==> config.mk <==
export PLATFORM = sky130hd
export DESIGN_NAME = mmio_uart_tx
export DESIGN_NICKNAME = d
export VERILOG_FILES = /design/src/rtl/mmio_uart_tx.sv
export SDC_FILE = /design/constraint.sdc
export NUM_CORES = 1
export LEC_CHECK = 0
export CELL_PAD_IN_SITES_DETAIL_PLACEMENT = 1
export CELL_PAD_IN_SITES_GLOBAL_PLACEMENT = 2
export CORE_MARGIN = 1.5
export CORE_UTILIZATION = 37
export DETAILED_ROUTE_END_ITERATION = 12
export PLACE_DENSITY_LB_ADDON = 0.05
export SYNTH_ARGS = -nofsm -noshare
export SYNTH_HDL_FRONTEND = slang
export SYNTH_SLANG_ARGS = --single-unit
==> constraint.sdc <==
create_clock -name clk -period 5.95 [get_ports clk]
set_input_delay 1.19 -clock clk [delete_from_list [all_inputs] [get_ports clk]]
set_output_delay 1.19 -clock clk [all_outputs]
set_load 0.005 [all_outputs]
==> src/rtl/mmio_uart_tx.sv <==
// mmio_uart_tx: memory-mapped 8N1 UART transmitter with a small TX FIFO.
//
// Ports:
//   clk            in   1  single clock, rising edge
//   rst            in   1  synchronous active-low reset
//   mem_addr       in  30  core data word address
//   mem_write      in   1  core store strobe
//   mem_write_data in  32  core store data
//   sel            out  1  mem_addr hits TXDATA or STATUS (combinational)
//   rd_data        out 32  read data for the window, 0 when sel=0 (combinational)
//   txd            out  1  serial line, registered, idle high
//   busy           out  1  registered: serializer active or FIFO non-empty
//
// Register window (word addresses):
//   BASE_ADDR   TXDATA  write pushes byte [7:0]; reads 0
//   BASE_ADDR+1 STATUS  {count[15:8], overflow[3], busy[2], empty[1], full[0]};
//                       writing bit3=1 clears the sticky overflow flag
module mmio_uart_tx #(
  parameter logic [29:0] BASE_ADDR    = 30'h3FFF_FFF0,
  parameter int          CLKS_PER_BIT = 16,
  parameter int          FIFO_DEPTH   = 8
) (
  input  logic        clk,
  input  logic        rst,
  input  logic [29:0] mem_addr,
  input  logic        mem_write,
  input  logic [31:0] mem_write_data,
  output logic        sel,
  output logic [31:0] rd_data,
  output logic        txd,
  output logic        busy
);

  localparam int PW  = $clog2(FIFO_DEPTH);
  localparam int CW  = PW + 1;
  localparam int BCW = $clog2(CLKS_PER_BIT);

  localparam logic [29:0]    STATUS_ADDR = BASE_ADDR + 30'd1;
  localparam logic [CW-1:0]  DEPTH_C     = CW'(FIFO_DEPTH);
  localparam logic [BCW-1:0] LAST_CNT    = BCW'(CLKS_PER_BIT - 1);

  typedef enum logic [1:0] {IDLE, START, DATA, STOP} state_e;

  state_e         state_q;
  logic [BCW-1:0] bitCnt_q;
  logic [2:0]     bitIdx_q;
  logic [7:0]     shift_q;
  logic           txd_q;
  logic           busy_q;

  logic [7:0]     fifoMem_q [FIFO_DEPTH];
  logic [PW-1:0]  rdPtr_q, rdPtr_d;
  logic [PW-1:0]  wrPtr_q, wrPtr_d;
  logic [CW-1:0]  count_q, count_d;
  logic           overflow_q, overflow_d;

  logic           hitData, hitStatus;
  logic           fifoFull, fifoEmpty;
  logic           pushReq, pushEn, popEn;
  logic [7:0]     headByte;
  logic           unusedWriteData;

  assign hitData   = (mem_addr == BASE_ADDR);
  assign hitStatus = (mem_addr == STATUS_ADDR);
  assign sel       = hitData || hitStatus;

  assign fifoFull  = (count_q == DEPTH_C);
  assign fifoEmpty = (count_q == '0);
  assign headByte  = fifoMem_q[rdPtr_q];

  // A store to a full FIFO is dropped even if the serializer pops on the
  // same edge; the decision uses the count before that edge.
  assign pushReq = mem_write && hitData;
  assign pushEn  = pushReq && !fifoFull;

  // The serializer takes a byte when idle, or at the last cycle of a stop
  // bit so consecutive frames run with no idle gap.
  assign popEn = !fifoEmpty &&
                 ((state_q == IDLE) || ((state_q == STOP) && (bitCnt_q == LAST_CNT)));

  assign unusedWriteData = ^mem_write_data[31:8];

  always_comb begin
    wrPtr_d    = pushEn ? wrPtr_q + PW'(1) : wrPtr_q;
    rdPtr_d    = popEn  ? rdPtr_q + PW'(1) : rdPtr_q;
    count_d    = count_q + CW'(pushEn) - CW'(popEn);
    overflow_d = overflow_q;
    if (pushReq && fifoFull) begin
      overflow_d = 1'b1;
    end else if (mem_write && hitStatus && mem_write_data[3]) begin
      overflow_d = 1'b0;
    end
  end

  always_ff @(posedge clk) begin
    if (!rst) begin
      rdPtr_q    <= '0;
      wrPtr_q    <= '0;
      count_q    <= '0;
      overflow_q <= 1'b0;
    end else begin
      rdPtr_q    <= rdPtr_d;
      wrPtr_q    <= wrPtr_d;
      count_q    <= count_d;
      overflow_q <= overflow_d;
    end
  end

  // Storage needs no reset: the pointers and count define what is valid.
  always_ff @(posedge clk) begin
    if (pushEn) begin
      fifoMem_q[wrPtr_q] <= mem_write_data[7:0];
    end
  end

  // Serializer. txd and busy are produced alongside each state transition so
  // they change on the same edge as the state they describe.
  always_ff @(posedge clk) begin
    if (!rst) begin
      state_q  <= IDLE;
      bitCnt_q <= '0;
      bitIdx_q <= '0;
      shift_q  <= '0;
      txd_q    <= 1'b1;
      busy_q   <= 1'b0;
    end else begin
      case (state_q)
        IDLE: begin
          bitCnt_q <= '0;
          if (popEn) begin
            shift_q <= headByte;
            state_q <= START;
            txd_q   <= 1'b0;
            busy_q  <= 1'b1;
          end else begin
            txd_q  <= 1'b1;
            busy_q <= 1'b0;
          end
        end
        START: begin
          busy_q <= 1'b1;
          if (bitCnt_q == LAST_CNT) begin
            bitCnt_q <= '0;
            bitIdx_q <= '0;
            state_q  <= DATA;
            txd_q    <= shift_q[0];
          end else begin
            bitCnt_q <= bitCnt_q + BCW'(1);
          end
        end
        DATA: begin
          busy_q <= 1'b1;
          if (bitCnt_q == LAST_CNT) begin
            bitCnt_q <= '0;
            if (bitIdx_q == 3'd7) begin
              state_q <= STOP;
              txd_q   <= 1'b1;
            end else begin
              bitIdx_q <= bitIdx_q + 3'd1;
              txd_q    <= shift_q[bitIdx_q + 3'd1];
            end
          end else begin
            bitCnt_q <= bitCnt_q + BCW'(1);
          end
        end
        STOP: begin
          if (bitCnt_q == LAST_CNT) begin
            bitCnt_q <= '0;
            if (popEn) begin
              shift_q <= headByte;
              state_q <= START;
              txd_q   <= 1'b0;
              busy_q  <= 1'b1;
            end else begin
              state_q <= IDLE;
              txd_q   <= 1'b1;
              busy_q  <= 1'b0;
            end
          end else begin
            bitCnt_q <= bitCnt_q + BCW'(1);
            busy_q   <= 1'b1;
          end
        end
        default: begin
          state_q <= IDLE;
          txd_q   <= 1'b1;
          busy_q  <= 1'b0;
        end
      endcase
    end
  end

  always_comb begin
    rd_data = '0;
    if (hitStatus) begin
      rd_data[0]       = fifoFull;
      rd_data[1]       = fifoEmpty;
      rd_data[2]       = busy_q;
      rd_data[3]       = overflow_q;
      rd_data[8 +: CW] = count_q;
    end
  end

  assign txd  = txd_q;
  assign busy = busy_q;

endmodule

# [Yosys cells after proc, flatten, opt, wreduce, memory -nomap -nowiden]
# Memories as Yosys holds them, arrays and structs flattened. A register that Yosys moved wholly into a read port is not among the register bits.
# Index checks and enable logic that the tools add are counted.
# Widths: inputs -> output; s select.
[op_classes] addsub=6 magnitude_cmp=1 eq_ne=14 n_mux=35 reduce_logical=22
[ops] op="$eq 30x30->1 const B" n=2
[ops] op="$mux 8" n=2
[ops] op="$pmux 8 s2" n=1
[ops] op="$mux 3" n=5
[ops] op="$mux 1" n=13
[ops] op="$mux 4" n=3
[ops] op="$mux 2" n=5
[ops] op="$ne 2x2->1 const B" n=5
[ops] op="$add 3x1->3 const B" n=3
[ops] op="$eq 4x4->1 const B" n=2
[ops] op="$pmux 2 s4" n=1
[ops] op="$pmux 4 s2" n=1
[ops] op="$logic_and 1x1->1" n=7
[ops] op="$pmux 3 s2" n=1
[ops] op="$reduce_bool 2->1" n=3
[ops] op="$reduce_and 5->1" n=1
[ops] op="$add 4x1->4" n=1
[ops] op="$add 4x1->4 const B" n=1
[ops] op="$eq 2x2->1 const B" n=2
[ops] op="$logic_not 4->1" n=1
[ops] op="$lt 3x4->1 const B" n=1
[ops] op="$pmux 1 s4" n=1
[ops] op="$reduce_and 4->1" n=1
[ops] op="$sub 4x1->4" n=1
[ops] op="12 further kinds" n=14
[totals] register_bits=30 ram_bits=64 in_bits=65 out_inout_bits=35 wordCells=89 n_memories=1
[mem_list] memory="fifoMem_q" words=8 width=8 read_ports=1 rd_ports_with_merged_regs=1 wr=1 line="51" rtl="logic [7:0] fifoMem_q [FIFO_DEPTH];"

# [Longest topological paths before layout]
[logic_depth] ltp_word=7 mapped_depth=12 mapped_depth_nobuf=11

# [Worst setup path after synthesis]
# Ideal clock, no wire load.
[synth_path] path_type="input to output" from="in mem_addr[28]" to="out rd_data[1]" arrival_time_ns=2.138 required_time_ns=4.760 setup_slack_ns=2.622 path_stages=4 n_path_buf=0 path_cell_list="nand4_1 -> nor4_4 -> and3_2 -> and3_1"
[synth_between] elab_chain_cells=2
[synth_rtl] element="start: declaration" line="25" rtl="input logic [29:0] mem_addr,"
[synth_rtl] element="$eq 30x30->1" line="64" rtl="assign hitStatus = (mem_addr == STATUS_ADDR);"
[synth_rtl] element="$mux 4" line="195" rtl="if (hitStatus) begin"
[synth_rtl] element="end: declaration" line="29" rtl="output logic [31:0] rd_data,"
# No other way between the ends.

# [Worst setup path after layout]
[layout_path] from="in mem_addr[21]" to="out rd_data[1]"
# The elaborated chain is that of the path after synthesis.

==> flow_summary.json <==
{
  "start_util": 0.385,
  "rrSetupSlack_ns": 3.24,
  "setup_viol": 0,
  "cts-root-buf": "clkbuf_16",
  "cp-end-kind": "primary output",
  "vias": 2630,
  "overflow": 0,
  "antenna_found_initial": 0,
  "die-area_um2": 12700,
  "cts.sinks": 97,
  "cts_resized": 0,
  "status": "finished clean",
  "die-height_um": 113,
  "grt_max_degree": 32,
  "synth_ff_type": "edfxtp_1",
  "drive_gt1_frac": 0.144,
  "drt_iter0_drc": 95,
  "hpwl_um": 6380,
  "cp_max_fo": 6,
  "seq_area_um2": 2580,
  "fin_nets": 458,
  "grt_pass1_wl_um": 14500,
  "yosysWarnings": 0,
  "port_buffers": 51,
  "synthToLayoutAreaGrowth_pct": 20.1,
  "fin_cells": 524,
  "antenna_left": 0,
  "reg2regPathDepth": 10,
  "p_seq_frac": 0.436,
  "drtPass1Iterations": 4,
  "htree_levels": 3,
  "path_clk_slew_ns": 0.07,
  "worstPathArrival_ns": 3.22,
  "fp.dieW_um": 113,
  "synth_area_um2": 4450,
  "worst_pin_slew_ns": 1.03,
  "synth-async-reset-ratio": 0,
  "slew_viol_final": 0,
  "synth.ff_latch_count": 97,
  "fillCellCount": 1172,
  "synth_edf_count": 64,
  "p_int_mw": 1.34,
  "reg2reg_from": "state_q[0]$_SDFFE_PN0P_",
  "min_from": "bitCnt_q[0]$_SDFF_PP0_",
  "vdd_drop_max_v": 0.000184,
  "synth.distinct_cells": 50,
  "worst_hold_path_type": "reg2reg",
  "cts_hold_buf": 0,
  "finalCriticalPeriod_ns": 4.41,
  "setup-tns-final_ns": 0,
  "switchingPower_uw": 584,
  "worstSetupPathType": "in2out",
  "finalCritPeriodShare": 0.741,
  "timing.fmax_mhz": 227,
  "synth_seq_area_share": 0.581,
  "drv_cap": 0,
  "drc_errors": 0,
  "switching_share": 0.303,
  "num_rows": 39,
  "antenna_cells": 0,
  "first_global_vias": 2765,
  "start_kind": "primary input",
  "slew_headroom": 0.312,
  "reg2reg_to": "count_q[2]$_SDFF_PN0_",
  "multi_input_comb_area_um2": 1680,
  "critical_path_required_ns": 4.76,
  "rsz0062_at_grt": "false",
  "wl_um": 8960,
  "cts-buffers-inserted": 9,
  "skew_ns": 0.00742,
  "cts_tree": "built",
  "core_area_um2": 11600,
  "wl_per_cell_um": 17.1,
  "viasPerCell": 5.02,
  "placedCellCount": 508,
  "io_pins": 100,
  "cts_max_path_buffers": 2,
  "pwr-share-clk": 0.289,
  "synth_cells": 316,
  "comb_power_share": 0.275,
  "hold_end": "bitCnt_q[0]$_SDFF_PP0_",
  "clkLatencyLatePin_ns": 0.34,
  "min_path_cells": 1,
  "p_leak_nw": 1.91,
  "hold_viol": 0,
  "grt_usage": 0.153,
  "syn_avg_cell_area_um2": 14.1,
  "cts_setup_buffers": 0,
  "gp_congestion": 0.736,
  "p_per_area_nw_per_um2": 361
}
[per-layer routing]
layer | wire length (um) | GRT usage | part of all wire
met1 | 4180 | 0.203 | 0.47
met2 | 4420 | 0.249 | 0.49
met3 | 245 | 0.0302 | 0.027
met4 | 108 | 0.0557 | 0.012
met5 | 0 | 0 | 0
[Yosys cell counts, types with 2 or more instances]
cell	n	area share
nor4_1	4	0.0056
a21boi_0	2	0.0034
edfxtp_1	64	0.43
mux2i_1	14	0.032
a31o_2	2	0.0039
buf_2	2	0.0023
nand4_1	10	0.014
nor4_4	2	0.0096
xor2_1	5	0.0098
and2_1	8	0.011
nor3_1	2	0.0023
nor4b_1	2	0.0039
nor2_1	12	0.010
o21ai_0	11	0.012
nand3b_1	2	0.0034
clkbuf_1	3	0.0025
inv_1	11	0.0093
and3_1	6	0.0084
nand2_1	14	0.012
dfxtp_1	33	0.15
nor2b_1	5	0.0070
mux4_2	18	0.091
nand3_1	4	0.0045
a21oi_1	12	0.014
nor3b_1	2	0.0034
ha_1	16	0.045
buf_4	26	0.044
buf_1	2	0.0017
[through the flow]
| stage | util | worst slack, ns | total power [mW] | hold WS (ns) | cell area [um2] |
|---|---|---|---|---|---|
| 2_1_floorplan | - | 2.62 | 1.26 | 0.418 | 4530 |
| 3_3_place_gp | 0.437 | 1.51 | 1.38 | 0.433 | 5060 |
| 3_5_place_dp | 0.437 | 1.51 | 1.39 | 0.438 | 5060 |
| 4_1_cts | 0.462 | 1.49 | 1.96 | 0.451 | 5340 |
| 5_1_grt | 0.462 | 1.40 | 2.05 | 0.482 | 5340 |
| 6_report | 0.462 | 1.54 | 1.93 | 0.450 | 5340 |
[critical path, cell delays in order]
cell and delay (ns):
clkdlybuf4s50_1 0.47, nand4_2 0.13, nor4_4 0.45, and3_2 0.31, and3_1 0.16, clkdlybuf4s50_1 0.51
[registers in the layout, summed over array words and instances, names as in the netlist, named ones only]
name	count
state_q	2
overflow_q	1
wrPtr_q	3
rdPtr_q	3
txd	1
shift_q	8
busy	1
count_q	4
bitCnt_q	4
bitIdx_q	3
fifoMem_q	64
[layout by cell type, fill, tap and decap left out, types with 4 or more instances in the layout]
cell type / count
xor2_1: 5
and3_1: 6
nand2_1: 14
and2_1: 8
nor2b_1: 5
nand3_1: 4
nand4_1: 10
ha_1: 16
buf_4: 9
inv_1: 11
clkdlybuf4s50_1: 51
edfxtp_1: 64
conb_1: 24
clkbuf_16: 9
o21ai_0: 11
mux4_2: 18
dfxtp_1: 33
mux2i_1: 14
nor2_1: 12
nor4_1: 4
a21oi_1: 12
[area by class of cell]
class | instances | share of cell area
clock buffers | 9 | 0.0422
clock inverters | 7 | 0.0112
inverters | 11 | 0.00773
multi-input cells | 197 | 0.314
flip-flops and latches | 97 | 0.483
well taps | 143 | 0.0335
repair buffers | 60 | 0.108
[power groups by stage]
stage	combinational (mW)	clock, mW	sequential, mW
after floorplan	0.439	0	0.817
after global placement	0.529	0	0.853
after detailed placement	0.540	0	0.855
after CTS	0.542	0.575	0.840
after global routing	0.603	0.597	0.847
final	0.530	0.556	0.839
[how the worst max path moves through the flow]
stage / to / cells past startpoint / slack (ns) / startpoint
after global routing: rd_data[11] / 6 / 1.40 / mem_addr[21]
after global placement: rd_data[3] / 6 / 1.51 / mem_addr[21]
after floorplan: rd_data[1] / 4 / 2.62 / mem_addr[28]
after detailed placement: rd_data[1] / 6 / 1.51 / mem_addr[21]
final: rd_data[1] / 6 / 1.54 / mem_addr[21]
after CTS: rd_data[3] / 6 / 1.49 / mem_addr[21]
[cells by family (layout without fill, tap and decap cells)]
| group | Yosys count | count (layout) | share of synthesized area |
|---|---|---|---|
| muxes | 32 | 32 | 0.123 |
| adders and majority gates | 17 | 17 | 0.0495 |
| xor gates and xnor gates | 6 | 6 | 0.0118 |
| buffers and inverters | 45 | 87 | 0.0622 |
| DFF | 97 | 97 | 0.581 |
| AOI/OAI and AO/OA | 34 | 34 | 0.0492 |
| other | 1 | 24 | 0.000843 |
| and+or+nand+nor | 84 | 84 | 0.123 |
No activity file was read; power rests on OpenSTA's default activity.
